[src/rtl/riscv_defs.sv]
// Shared encodings for the memory-access stage: funct3 sizes, FSM states and
// the registered data-memory request bundle.
package riscv_defs;

  localparam logic [2:0] F3_LB  = 3'b000;
  localparam logic [2:0] F3_LH  = 3'b001;
  localparam logic [2:0] F3_LW  = 3'b010;
  localparam logic [2:0] F3_LBU = 3'b100;
  localparam logic [2:0] F3_LHU = 3'b101;
  localparam logic [2:0] F3_SB  = 3'b000;
  localparam logic [2:0] F3_SH  = 3'b001;
  localparam logic [2:0] F3_SW  = 3'b010;

  localparam int TIMEOUT_W = 8;

  typedef enum logic {
    S_IDLE   = 1'b0,
    S_ACCESS = 1'b1
  } state_t;

  typedef struct packed {
    logic        req;
    logic        we;
    logic [31:0] addr;
    logic [3:0]  be;
    logic [31:0] wdata;
  } dmem_req_t;

endpackage

[src/rtl/load_store_align.sv]
// Combinational byte-lane logic: store byte enables and replicated write data,
// load lane select with sign/zero extension, and the misalignment flag.
module load_store_align
  import riscv_defs::*;
(
  input  logic [2:0]  funct3,
  input  logic [1:0]  addr_lo,
  input  logic [31:0] store_data,
  input  logic [31:0] read_data,
  output logic [3:0]  be,
  output logic [31:0] wdata,
  output logic [31:0] load_data,
  output logic        misalign
);

  logic [3:0][7:0] rd_lanes;
  logic [7:0]      lane_b;
  logic [15:0]     lane_h;

  assign rd_lanes = read_data;
  assign lane_b   = rd_lanes[addr_lo];
  assign lane_h   = addr_lo[1] ? read_data[31:16] : read_data[15:0];

  always_comb begin
    be    = 4'hF;
    wdata = store_data;
    case (funct3[1:0])
      F3_SB[1:0]: begin
        be    = 4'b0001 << addr_lo;
        wdata = {4{store_data[7:0]}};
      end
      F3_SH[1:0]: begin
        be    = 4'b0011 << {addr_lo[1], 1'b0};
        wdata = {2{store_data[15:0]}};
      end
      F3_SW[1:0]: begin
        be    = 4'hF;
        wdata = store_data;
      end
      default: ;
    endcase
  end

  // Unlisted funct3 encodings fall back to a full-word load.
  always_comb begin
    load_data = read_data;
    case (funct3)
      F3_LB:   load_data = {{24{lane_b[7]}}, lane_b};
      F3_LBU:  load_data = {24'h0, lane_b};
      F3_LH:   load_data = {{16{lane_h[15]}}, lane_h};
      F3_LHU:  load_data = {16'h0, lane_h};
      F3_LW:   load_data = read_data;
      default: ;
    endcase
  end

  assign misalign = ((funct3[1:0] == 2'b01) && addr_lo[0]) ||
                    ((funct3[1:0] == 2'b10) && (addr_lo != 2'b00));

endmodule

[src/rtl/mem_stage.sv]
// RISC-V MEM stage: issues data-memory accesses over req/ack, stalls upstream
// while an access is outstanding, and owns the MEM/WB pipeline register.
module mem_stage
  import riscv_defs::*;
#(
  parameter int TIMEOUT = 16
) (
  input  logic        clk,
  input  logic        rst,
  input  logic        valid_in,
  input  logic        Ctl_MemRead_in,
  input  logic        Ctl_MemWrite_in,
  input  logic        Ctl_RegWrite_in,
  input  logic        Ctl_MemtoReg_in,
  input  logic        jal_in,
  input  logic        jalr_in,
  input  logic [2:0]  funct3_in,
  input  logic [31:0] PC_in,
  input  logic [31:0] ALUresult_in,
  input  logic [31:0] Rs2Data_in,
  input  logic [4:0]  Rd_in,
  output logic        dmem_req,
  output logic        dmem_we,
  output logic [31:0] dmem_addr,
  output logic [3:0]  dmem_be,
  output logic [31:0] dmem_wdata,
  input  logic        dmem_ack,
  input  logic [31:0] dmem_rdata,
  output logic        stall_out,
  output logic        valid_out,
  output logic        Ctl_RegWrite_out,
  output logic        Ctl_MemtoReg_out,
  output logic        jal_out,
  output logic        jalr_out,
  output logic [31:0] PC_out,
  output logic [4:0]  Rd_out,
  output logic [31:0] ReadData_out,
  output logic [31:0] ALUresult_out,
  output logic        misalign_out,
  output logic        bus_err_out
);

  state_t                 state;
  logic [TIMEOUT_W-1:0]   wait_cnt;
  dmem_req_t              req_q;

  logic [3:0]  be_c;
  logic [31:0] wdata_c;
  logic [31:0] load_data;
  logic        misalign;
  logic        mem_op, go_access, mis_fault, ack_hit, timed_out, wb_load;

  load_store_align u_align (
    .funct3     (funct3_in),
    .addr_lo    (ALUresult_in[1:0]),
    .store_data (Rs2Data_in),
    .read_data  (dmem_rdata),
    .be         (be_c),
    .wdata      (wdata_c),
    .load_data  (load_data),
    .misalign   (misalign)
  );

  assign mem_op    = valid_in & (Ctl_MemRead_in | Ctl_MemWrite_in);
  assign go_access = (state == S_IDLE) & mem_op & ~misalign;
  assign mis_fault = (state == S_IDLE) & mem_op & misalign;
  assign ack_hit   = (state == S_ACCESS) & dmem_ack;
  assign timed_out = (state == S_ACCESS) & ~dmem_ack &
                     (wait_cnt == TIMEOUT_W'(TIMEOUT));
  // EX/MEM is held during ACCESS, so the completing cycle still sees the instruction.
  assign wb_load   = ((state == S_IDLE) & ~go_access) | ack_hit | timed_out;
  assign stall_out = ~rst & (go_access | ((state == S_ACCESS) & ~ack_hit & ~timed_out));

  assign dmem_req   = req_q.req;
  assign dmem_we    = req_q.we;
  assign dmem_addr  = req_q.addr;
  assign dmem_be    = req_q.be;
  assign dmem_wdata = req_q.wdata;

  // wait_cnt is 1 in the first ACCESS cycle, so TIMEOUT counts ACCESS cycles.
  always_ff @(posedge clk or posedge rst) begin
    if (rst) begin
      state    <= S_IDLE;
      wait_cnt <= '0;
      req_q    <= '0;
    end else begin
      case (state)
        S_IDLE: begin
          if (go_access) begin
            state       <= S_ACCESS;
            wait_cnt    <= TIMEOUT_W'(1);
            req_q.req   <= 1'b1;
            req_q.we    <= ~Ctl_MemRead_in;
            req_q.addr  <= {ALUresult_in[31:2], 2'b00};
            req_q.be    <= Ctl_MemRead_in ? 4'hF : be_c;
            req_q.wdata <= wdata_c;
          end
        end
        S_ACCESS: begin
          if (ack_hit || timed_out) begin
            state     <= S_IDLE;
            wait_cnt  <= '0;
            req_q.req <= 1'b0;
            req_q.we  <= 1'b0;
          end else begin
            wait_cnt <= wait_cnt + 1'b1;
          end
        end
        default: state <= S_IDLE;
      endcase
    end
  end

  always_ff @(posedge clk or posedge rst) begin
    if (rst) begin
      valid_out        <= 1'b0;
      Ctl_RegWrite_out <= 1'b0;
      Ctl_MemtoReg_out <= 1'b0;
      jal_out          <= 1'b0;
      jalr_out         <= 1'b0;
      PC_out           <= '0;
      Rd_out           <= '0;
      ReadData_out     <= '0;
      ALUresult_out    <= '0;
      misalign_out     <= 1'b0;
      bus_err_out      <= 1'b0;
    end else if (wb_load && valid_in) begin
      valid_out        <= 1'b1;
      Ctl_RegWrite_out <= Ctl_RegWrite_in & ~mis_fault & ~timed_out;
      Ctl_MemtoReg_out <= Ctl_MemtoReg_in;
      jal_out          <= jal_in;
      jalr_out         <= jalr_in;
      PC_out           <= PC_in;
      Rd_out           <= Rd_in;
      ALUresult_out    <= ALUresult_in;
      if (ack_hit) ReadData_out <= load_data;
      misalign_out     <= mis_fault;
      bus_err_out      <= timed_out;
    end else begin
      valid_out        <= 1'b0;
      Ctl_RegWrite_out <= 1'b0;
      Ctl_MemtoReg_out <= 1'b0;
      jal_out          <= 1'b0;
      jalr_out         <= 1'b0;
      misalign_out     <= 1'b0;
      bus_err_out      <= 1'b0;
    end
  end

endmodule

[config.mk]
export PLATFORM = sky130hd
export DESIGN_NAME = mem_stage
export DESIGN_NICKNAME = d
export VERILOG_FILES = /design/src/rtl/riscv_defs.sv /design/src/rtl/load_store_align.sv /design/src/rtl/mem_stage.sv
export SDC_FILE = /design/constraint.sdc
export NUM_CORES = 1
export LEC_CHECK = 0
export CAP_MARGIN = 40
export CORE_ASPECT_RATIO = 1.1
export CORE_MARGIN = 8
export CORE_UTILIZATION = 39
export DETAILED_ROUTE_END_ITERATION = 10
export PLACE_DENSITY = 0.77
export SYNTH_ARGS = -nofsm -noshare
export SYNTH_HDL_FRONTEND = slang
export SYNTH_SLANG_ARGS = --single-unit
[constraint.sdc]
create_clock -name clk -period 6.45 [get_ports clk]
set_input_delay 1.29 -clock clk [delete_from_list [all_inputs] [get_ports clk]]
set_output_delay 1.29 -clock clk [all_outputs]
set_load 0.02 [all_outputs]
==> metrics.txt, run 1 <==
# TYPE chip_impl_metric gauge
chip_impl_metric{name="placement_rows",unit=""} 55
chip_impl_metric{name="cp.arrival",unit="ps"} 3320
chip_impl_metric{name="cts.hold.buffers_added",unit=""} 0
chip_impl_metric{name="yosys.area_share.adder",unit="%"} 0.314
chip_impl_info{name="commonest_cells_after_routing_fill_and_taps_aside",value="clkdlybuf4s50_1, dfrtp_1, nand2_1"} 1
chip_impl_metric{name="globalplace.congestion",unit=""} 0.832
chip_impl_metric{name="stdcell_count",unit=""} 1308
chip_impl_metric{name="fin_nets",unit=""} 1186
chip_impl_metric{name="final.setup_skew",unit="ps"} 29.0
chip_impl_metric{name="grt_first_pass_wirelength",unit="um"} 41400
chip_impl_info{name="synth_top_family_by_area",value="multiplexers"} 1
chip_impl_metric{name="flow.area_growth_from_synthesis",unit="%"} 50.7
chip_impl_metric{name="place.detailed.instances",unit=""} 1275
chip_impl_metric{name="tightest_slew",unit="ps"} 809
chip_impl_metric{name="grt_pass1_vias",unit=""} 7056
chip_impl_metric{name="maxClockFrequency",unit="MHz"} 217
chip_impl_metric{name="asyncSetResetFlopFracSynth",unit="%"} 100
chip_impl_metric{name="whs",unit="ps"} 476
chip_impl_metric{name="post-place-ws",unit="ps"} 1850
chip_impl_metric{name="globalRouteTotalUtil",unit="%"} 20.9
chip_impl_metric{name="total_setup_buffers_inserted_after_cts",unit=""} 0
chip_impl_metric{name="clock-sinks",unit=""} 185
chip_impl_metric{name="detailedRoute.firstPassIterationCount",unit=""} 7
chip_impl_metric{name="die_w",unit="um"} 152
chip_impl_metric{name="routedWlPerCell",unit="um"} 20.2
chip_impl_metric{name="finish.utilization",unit="%"} 59.2
chip_impl_metric{name="grt.overflow.total",unit=""} 0
chip_impl_metric{name="crit_required",unit="ps"} 5160
chip_impl_metric{name="ir_drop",unit="mV"} 0.172
chip_impl_metric{name="synth_largest_type_area_fraction",unit="%"} 58.0
chip_impl_metric{name="final_critical_path_setup_slack",unit="ps"} 1840
chip_impl_metric{name="finalMaxSlewViolations",unit=""} 0
chip_impl_metric{name="ioPinCount",unit=""} 325
chip_impl_metric{name="power.density",unit="mW/mm^2"} 350
chip_impl_metric{name="cts_htree_levels",unit=""} 4
chip_impl_metric{name="clock_tree.buffer_depth",unit=""} 2
chip_impl_info{name="post-synth-top-area-cell",value="dfrtp_1"} 1
chip_impl_metric{name="synth_area",unit="sq mm"} 0.00798
chip_impl_metric{name="post_cts.resized_instances",unit=""} 0
chip_impl_metric{name="routed-via-count",unit=""} 6563
chip_impl_metric{name="slew_headroom",unit="%"} 46.1
chip_impl_metric{name="drt_wl_total",unit="um"} 26400
chip_impl_metric{name="detailed_route_vias_per_instance",unit=""} 5.02
chip_impl_info{name="worst_setup_path_start_kind",value="primary input"} 1
chip_impl_info{name="status",value="complete, no violations"} 1
chip_impl_metric{name="final_period_minus_worst_setup_slack",unit="ps"} 4610
chip_impl_metric{name="drv.max_cap_violation_count",unit=""} 0
chip_impl_metric{name="core",unit="sq mm"} 0.0203
chip_impl_metric{name="multi_input_area",unit="sq mm"} 0.00308
chip_impl_info{name="synth_top_flop_cell",value="dfrtp_1"} 1
chip_impl_metric{name="synthesis.yosys.warnings",unit=""} 0
chip_impl_metric{name="number_of_antenna_violating_nets_in_the_routed_design",unit=""} 0
chip_impl_metric{name="yosys-mux-area-fraction",unit="%"} 14.7
chip_impl_metric{name="port_buffers",unit=""} 322
chip_impl_info{name="root_buffer",value="clkbuf_16"} 1
chip_impl_info{name="startpoint_to_endpoint_class_of_the_critical_path",value="primary input to output pin"} 1
chip_impl_metric{name="fin_crit_sh",unit="%"} 71.5
chip_impl_metric{name="postSynthCellCount",unit=""} 734
chip_impl_metric{name="synthXorXnorAreaFrac",unit="%"} 0.110
chip_impl_metric{name="area_fraction_in_compound_gates_after_synthesis",unit="%"} 10.8
chip_impl_metric{name="initial_utilization",unit="%"} 39.3
chip_impl_metric{name="grt_antenna_before_repair",unit=""} 2
chip_impl_metric{name="yosysSeqAreaShare",unit="%"} 58.0
chip_impl_metric{name="synth_simple_gate_area_share",unit="%"} 12.5
chip_impl_metric{name="finalSetupTns",unit="ps"} 0
chip_impl_metric{name="drive_gt1_share",unit="%"} 12.6
chip_impl_metric{name="postSynthAreaPerCell",unit="sq um"} 10.9
chip_impl_metric{name="crit_path_max_fanout",unit=""} 28
chip_impl_metric{name="drt-initial-drc-count",unit=""} 332
chip_impl_info{name="worst_hold_path_type",value="register to register"} 1
chip_impl_metric{name="seqCellArea",unit="sq mm"} 0.00463
chip_impl_info{name="yosys-top-cells-area",value="dfrtp_1, mux2_2, nand2_1, o21ai_0, mux2i_1"} 1
chip_impl_metric{name="worstSkewPairLatency",unit="ps"} 440
chip_impl_metric{name="cts_bufs_inserted",unit=""} 17
chip_impl_metric{name="remaining_drc_errors",unit=""} 0
chip_impl_info{name="kind_of_end_point_of_the_critical_path",value="output pin"} 1
chip_impl_metric{name="die_height",unit="um"} 166
chip_impl_metric{name="dp.final_hpwl",unit="um"} 19800
chip_impl_metric{name="synth_seq_cells",unit=""} 185
chip_impl_metric{name="count_of_flip_flops_with_a_built_in_enable_after_synthesis",unit=""} 0
chip_impl_metric{name="setup_viol_count_final",unit=""} 0
chip_impl_metric{name="yosys.cell_types.count",unit=""} 48
chip_impl_metric{name="grt_max_degree",unit=""} 114
chip_impl_metric{name="clk_pin_slew",unit="ps"} 60
chip_impl_metric{name="die_area",unit="sq mm"} 0.0253
chip_impl_info{name="layout.cells.most_common",value="clkdlybuf4s50_1"} 1
chip_impl_metric{name="leakage",unit="nW"} 5.27
chip_impl_info{name="rsz0062_at_grt",value="no"} 1
chip_impl_info{name="tritoncts_clock_tree",value="yes"} 1
chip_impl_metric{name="report.final.hold_viol_count",unit=""} 0
chip_impl_metric{name="nFillCells",unit=""} 1774
## critical path: stages
cell and delay (ps):
clkdlybuf4s50_1 400, buf_4 230, and3b_1 220, a21oi_2 270
nand2_4 110, a21oi_1 150, clkdlybuf4s50_1 650
## path summary, 6_finish.rpt
| check | startpoint | slack [ps] | cells past startpoint | end |
|---|---|---|---|---|
| hold reg to reg | dmem_wdata[2]$_DFFE_PP0P_ | 480 | 2 | dmem_wdata[2]$_DFFE_PP0P_ |
| min in group asynchronous | rst | 1210 | 2 | dmem_addr[13]$_DFFE_PP0P_ |
| setup reg to reg | wait_cnt[0]$_DFFE_PP0P_ | 3410 | 9 | PC_out[21]$_DFFE_PP0P_ |
| setup / recovery | ALUresult_in[1] | 1840 | 7 | stall_out |
| max in group asynchronous | rst | 3590 | 4 | wait_cnt[3]$_DFFE_PP0P_ |
| hold / removal | dmem_wdata[2]$_DFFE_PP0P_ | 480 | 2 | dmem_wdata[2]$_DFFE_PP0P_ |
## flip-flops by register name, indices dropped and copies added, names as in the netlist
name	count
dmem_be	4
state	1
jal_out	1
jalr_out	1
ALUresult_out	32
valid_out	1
bus_err_out	1
misalign_out	1
dmem_addr	30
PC_out	32
wait_cnt	8
ReadData_out	32
Rd_out	5
dmem_wdata	32
Ctl_RegWrite_out	1
Ctl_MemtoReg_out	1
dmem_req	1
dmem_we	1
## power breakdown
part | switching (mW) | internal (mW)
Combinational | 0.809 | 0.767
Clock | 0.497 | 0.522
Sequential | 0.165 | 1.45
## metrics by stage
stage	power (mW)	instance area (sq um)
after floorplan	2.37	7990
after global placement	3.18	11300
after detailed placement	3.23	11400
after CTS	4.26	12000
after global routing	4.43	12000
final	4.21	12000
## layer usage
layer | vias to the layer above | track usage, % | share of wire [%]
met5 | - | 0 | 0.049
met4 | 2 | 6.31 | 2.0
met3 | 31 | 8.49 | 8.9
met2 | 248 | 35.1 | 50
met1 | 3174 | 24.0 | 39
li1 | 3108 | - | -
## synthesized netlist by cell type (2+ instances only)
cell type / number
or3_1: 5
and3_1: 4
and2_1: 4
nand3_1: 5
buf_6: 2
buf_2: 10
buf_4: 7
nor2b_1: 9
ha_1: 2
dfrtp_1: 185
buf_1: 2
o21a_1: 8
inv_1: 9
o22ai_1: 5
o21ai_1: 2
a21oi_1: 49
a221oi_1: 7
nand3b_1: 2
a22oi_1: 6
nor3_1: 2
mux2i_1: 28
clkbuf_1: 29
nor2_1: 23
a21o_1: 7
o21ai_0: 58
mux2_4: 6
nand2_1: 167
mux2_2: 71
## area by class of cell
class / instances / area share (%)
diodes: 1 / 0.0208
clock buffers: 18 / 3.65
clock inverters: 14 / 1.12
inverters: 10 / 0.375
multi-input cells: 490 / 25.6
flip-flops and latches: 185 / 38.5
well taps: 256 / 2.66
repair buffers: 334 / 28.0
## cells by family (layout without fill, tap and decap cells)
kind of cell / Yosys count / in the layout
and+or+nand+nor: 232 / 232
muxes: 105 / 105
AOI/OAI and AO/OA: 148 / 148
adders and majority gates: 2 / 2
DFF: 185 / 185
other: 1 / 3
buffers and inverters: 60 / 376
xor gates and xnor gates: 1 / 1
No activity file was read; power rests on OpenSTA's default activity.
==> run 2: changes to the inputs <==
==> constraint.sdc (replaced) <==
create_clock -name clk -period 3.9 [get_ports clk]
set_input_delay 0.78 -clock clk [delete_from_list [all_inputs] [get_ports clk]]
set_output_delay 0.78 -clock clk [all_outputs]
set_load 0.02 [all_outputs]
==> metrics.txt, run 2 (synthesized netlist as in run 1, its figures left out) <==
# TYPE chip_impl_metric gauge
chip_impl_info{name="status",value="complete, no violations"} 1
chip_impl_metric{name="initial_utilization",unit="%"} 39.3
chip_impl_info{name="kind_of_end_point_of_the_critical_path",value="output pin"} 1
chip_impl_metric{name="clock-sinks",unit=""} 185
chip_impl_metric{name="number_of_antenna_violating_nets_in_the_routed_design",unit=""} 0
chip_impl_metric{name="die_height",unit="um"} 166
chip_impl_metric{name="report.final.hold_viol_count",unit=""} 0
chip_impl_info{name="r2r-start",value="wait_cnt[0]$_DFFE_PP0P_"} 1
chip_impl_metric{name="crit_path_max_fanout",unit=""} 4
chip_impl_info{name="worst_hold_path_type",value="register to register"} 1
chip_impl_metric{name="finalMaxSlewViolations",unit=""} 0
chip_impl_info{name="critical_path.startpoint",value="funct3_in[0]"} 1
chip_impl_info{name="commonest_cells_after_routing_fill_and_taps_aside",value="clkdlybuf4s50_1, dfrtp_1, nand2_1"} 1
chip_impl_metric{name="detailedRoute.firstPassIterationCount",unit=""} 4
chip_impl_metric{name="remaining_drc_errors",unit=""} 0
chip_impl_metric{name="finalSetupTns",unit="ps"} 0
chip_impl_metric{name="clock_tree.buffer_depth",unit=""} 2
chip_impl_info{name="reg2reg_to",value="ALUresult_out[30]$_DFFE_PP0P_"} 1
chip_impl_metric{name="drive_gt1_share",unit="%"} 13.3
chip_impl_metric{name="flow.area_growth_from_synthesis",unit="%"} 51.5
chip_impl_info{name="root_buffer",value="clkbuf_16"} 1
chip_impl_metric{name="detailed_route_vias_per_instance",unit=""} 5.06
chip_impl_metric{name="reg_to_reg_setup_timing_slack",unit="ps"} 1610
chip_impl_metric{name="globalplace.congestion",unit=""} 0.862
chip_impl_metric{name="grt_max_degree",unit=""} 66
chip_impl_info{name="global_route.peak_usage_layer",value="met2"} 1
chip_impl_metric{name="die_w",unit="um"} 152
chip_impl_metric{name="fin_crit_sh",unit="%"} 90.7
chip_impl_metric{name="cts_bufs_inserted",unit=""} 17
chip_impl_metric{name="post_cts.resized_instances",unit=""} 0
chip_impl_metric{name="ioPinCount",unit=""} 325
chip_impl_metric{name="globalRouteTotalUtil",unit="%"} 21.0
chip_impl_metric{name="slew_headroom",unit="%"} 48.7
chip_impl_metric{name="drt-initial-drc-count",unit=""} 276
chip_impl_metric{name="global_route.usage.met2",unit="%"} 35.6
chip_impl_metric{name="cp.arrival",unit="ps"} 2760
chip_impl_metric{name="drv.max_cap_violation_count",unit=""} 0
chip_impl_metric{name="power.density",unit="mW/mm^2"} 577
chip_impl_info{name="startpoint_to_endpoint_class_of_the_critical_path",value="primary input to output pin"} 1
chip_impl_metric{name="placed_cell_area",unit="sq mm"} 0.0115
chip_impl_metric{name="cp_slowest_stage_delay",unit="ps"} 640
chip_impl_metric{name="ir_drop",unit="mV"} 0.286
chip_impl_info{name="critPathMostFrequentCell",value="clkdlybuf4s50_1"} 1
chip_impl_metric{name="port_buffers",unit=""} 322
chip_impl_metric{name="use_met3",unit="%"} 9.11
chip_impl_metric{name="final_period_minus_worst_setup_slack",unit="ps"} 3540
chip_impl_metric{name="die_area",unit="sq mm"} 0.0253
chip_impl_metric{name="tightest_slew",unit="ps"} 769
chip_impl_metric{name="dp.final_hpwl",unit="um"} 20200
chip_impl_metric{name="total_setup_buffers_inserted_after_cts",unit=""} 0
chip_impl_metric{name="grt.overflow.total",unit=""} 0
chip_impl_info{name="worstSetupEndpoint",value="stall_out"} 1
chip_impl_metric{name="placement_rows",unit=""} 55
chip_impl_metric{name="drt_wl_total",unit="um"} 26400
chip_impl_info{name="worstPathCellList",value="clkdlybuf4s50_1 > and3b_1 > a21oi_2 > nand2_4 > a21oi_1 > clkdlybuf4s50_1"} 1
chip_impl_info{name="worst_setup_path_start_kind",value="primary input"} 1
chip_impl_metric{name="grt_antenna_before_repair",unit=""} 2
chip_impl_metric{name="cts.hold.buffers_added",unit=""} 0
chip_impl_info{name="rsz0062_at_grt",value="no"} 1
chip_impl_info{name="tritoncts_clock_tree",value="yes"} 1
chip_impl_info{name="slowest_stage",value="clkdlybuf4s50_1"} 1
chip_impl_metric{name="worst_reg_to_reg_cells",unit=""} 8
chip_impl_metric{name="cts_htree_levels",unit=""} 4
chip_impl_metric{name="final.setup_skew",unit="ps"} 11.3
chip_impl_metric{name="global_route.usage.met1",unit="%"} 23.4
chip_impl_info{name="layout.cells.most_common",value="clkdlybuf4s50_1"} 1
chip_impl_metric{name="crit_required",unit="ps"} 3120
chip_impl_metric{name="core",unit="sq mm"} 0.0203
chip_impl_metric{name="worstSkewPairLatency",unit="ps"} 420
chip_impl_metric{name="final_area",unit="sq mm"} 0.0121
chip_impl_metric{name="setup_viol_count_final",unit=""} 0
chip_impl_metric{name="maxClockFrequency",unit="MHz"} 283
chip_impl_metric{name="routed-via-count",unit=""} 6663
chip_impl_metric{name="fin_nets",unit=""} 1196
chip_impl_metric{name="leakage",unit="nW"} 5.30
chip_impl_metric{name="routedWlPerCell",unit="um"} 20.1
chip_impl_metric{name="grt_pass1_vias",unit=""} 7184
chip_impl_metric{name="grt_first_pass_wirelength",unit="um"} 41800
chip_impl_metric{name="clk_pin_slew",unit="ps"} 80
## run 2: metrics by stage
| step | hold WS (ps) | total power [mW] | setup slack, ps | util, % | cells |
|---|---|---|---|---|---|
| floorplan | 473 | 3.92 | 741 | - | 735 |
| global placement | 458 | 5.30 | 350 | 56.6 | 1283 |
| detailed placement | 461 | 5.36 | 356 | 56.8 | 1285 |
| CTS | 481 | 7.07 | 334 | 59.6 | 1316 |
| global route | 500 | 7.34 | 259 | 59.6 | 1317 |
| finish | 474 | 6.98 | 361 | 59.6 | 1317 |
## run 2: how the worst min path moves through the flow
stage                               from  cells after the start                        end  slack (ps)
2_1_floorplan    wait_cnt[7]$_DFFE_PP0P_                      1    wait_cnt[7]$_DFFE_PP0P_         470
3_3_place_gp   dmem_addr[20]$_DFFE_PP0P_                      2  dmem_addr[20]$_DFFE_PP0P_         460
3_5_place_dp   dmem_addr[19]$_DFFE_PP0P_                      2  dmem_addr[19]$_DFFE_PP0P_         460
4_1_cts        dmem_wdata[2]$_DFFE_PP0P_                      2  dmem_wdata[2]$_DFFE_PP0P_         480
5_1_grt        dmem_addr[18]$_DFFE_PP0P_                      2  dmem_addr[18]$_DFFE_PP0P_         500
6_report       dmem_addr[19]$_DFFE_PP0P_                      2  dmem_addr[19]$_DFFE_PP0P_         470
## run 2: power by group
part / leakage [nW] / switching [mW] / total (mW) / internal, mW
combinational: 2.78 / 1.34 / 2.62 / 1.28
sequential: 2.25 / 0.275 / 2.67 / 2.40
clock: 0.272 / 0.826 / 1.69 / 0.864
## run 2: layout make-up
type	instances	area, sq um
Fill cell	1724	8210
Sequential cell	185	4630
Timing Repair Buffer	344	3450
Multi-Input combinational cell	490	3080
Clock buffer	18	439
Tap cell	256	320
Clock inverter	13	130
Inverter	10	41.3
Antenna cell	1	2.50
## run 2: layer usage
layer	routed length, um	vias to the layer above	share of wire, %
li1	-	3130	-
met1	10200	3239	39
met2	13100	258	49
met3	2530	34	9.6
met4	623	2	2.4
met5	13	-	0.049
## run 2: critical path: cells and delay by family
kind | cells | cell delay (ps)
simple gates | 2 | 320
buf+inv | 2 | 1180
compound gates | 2 | 480
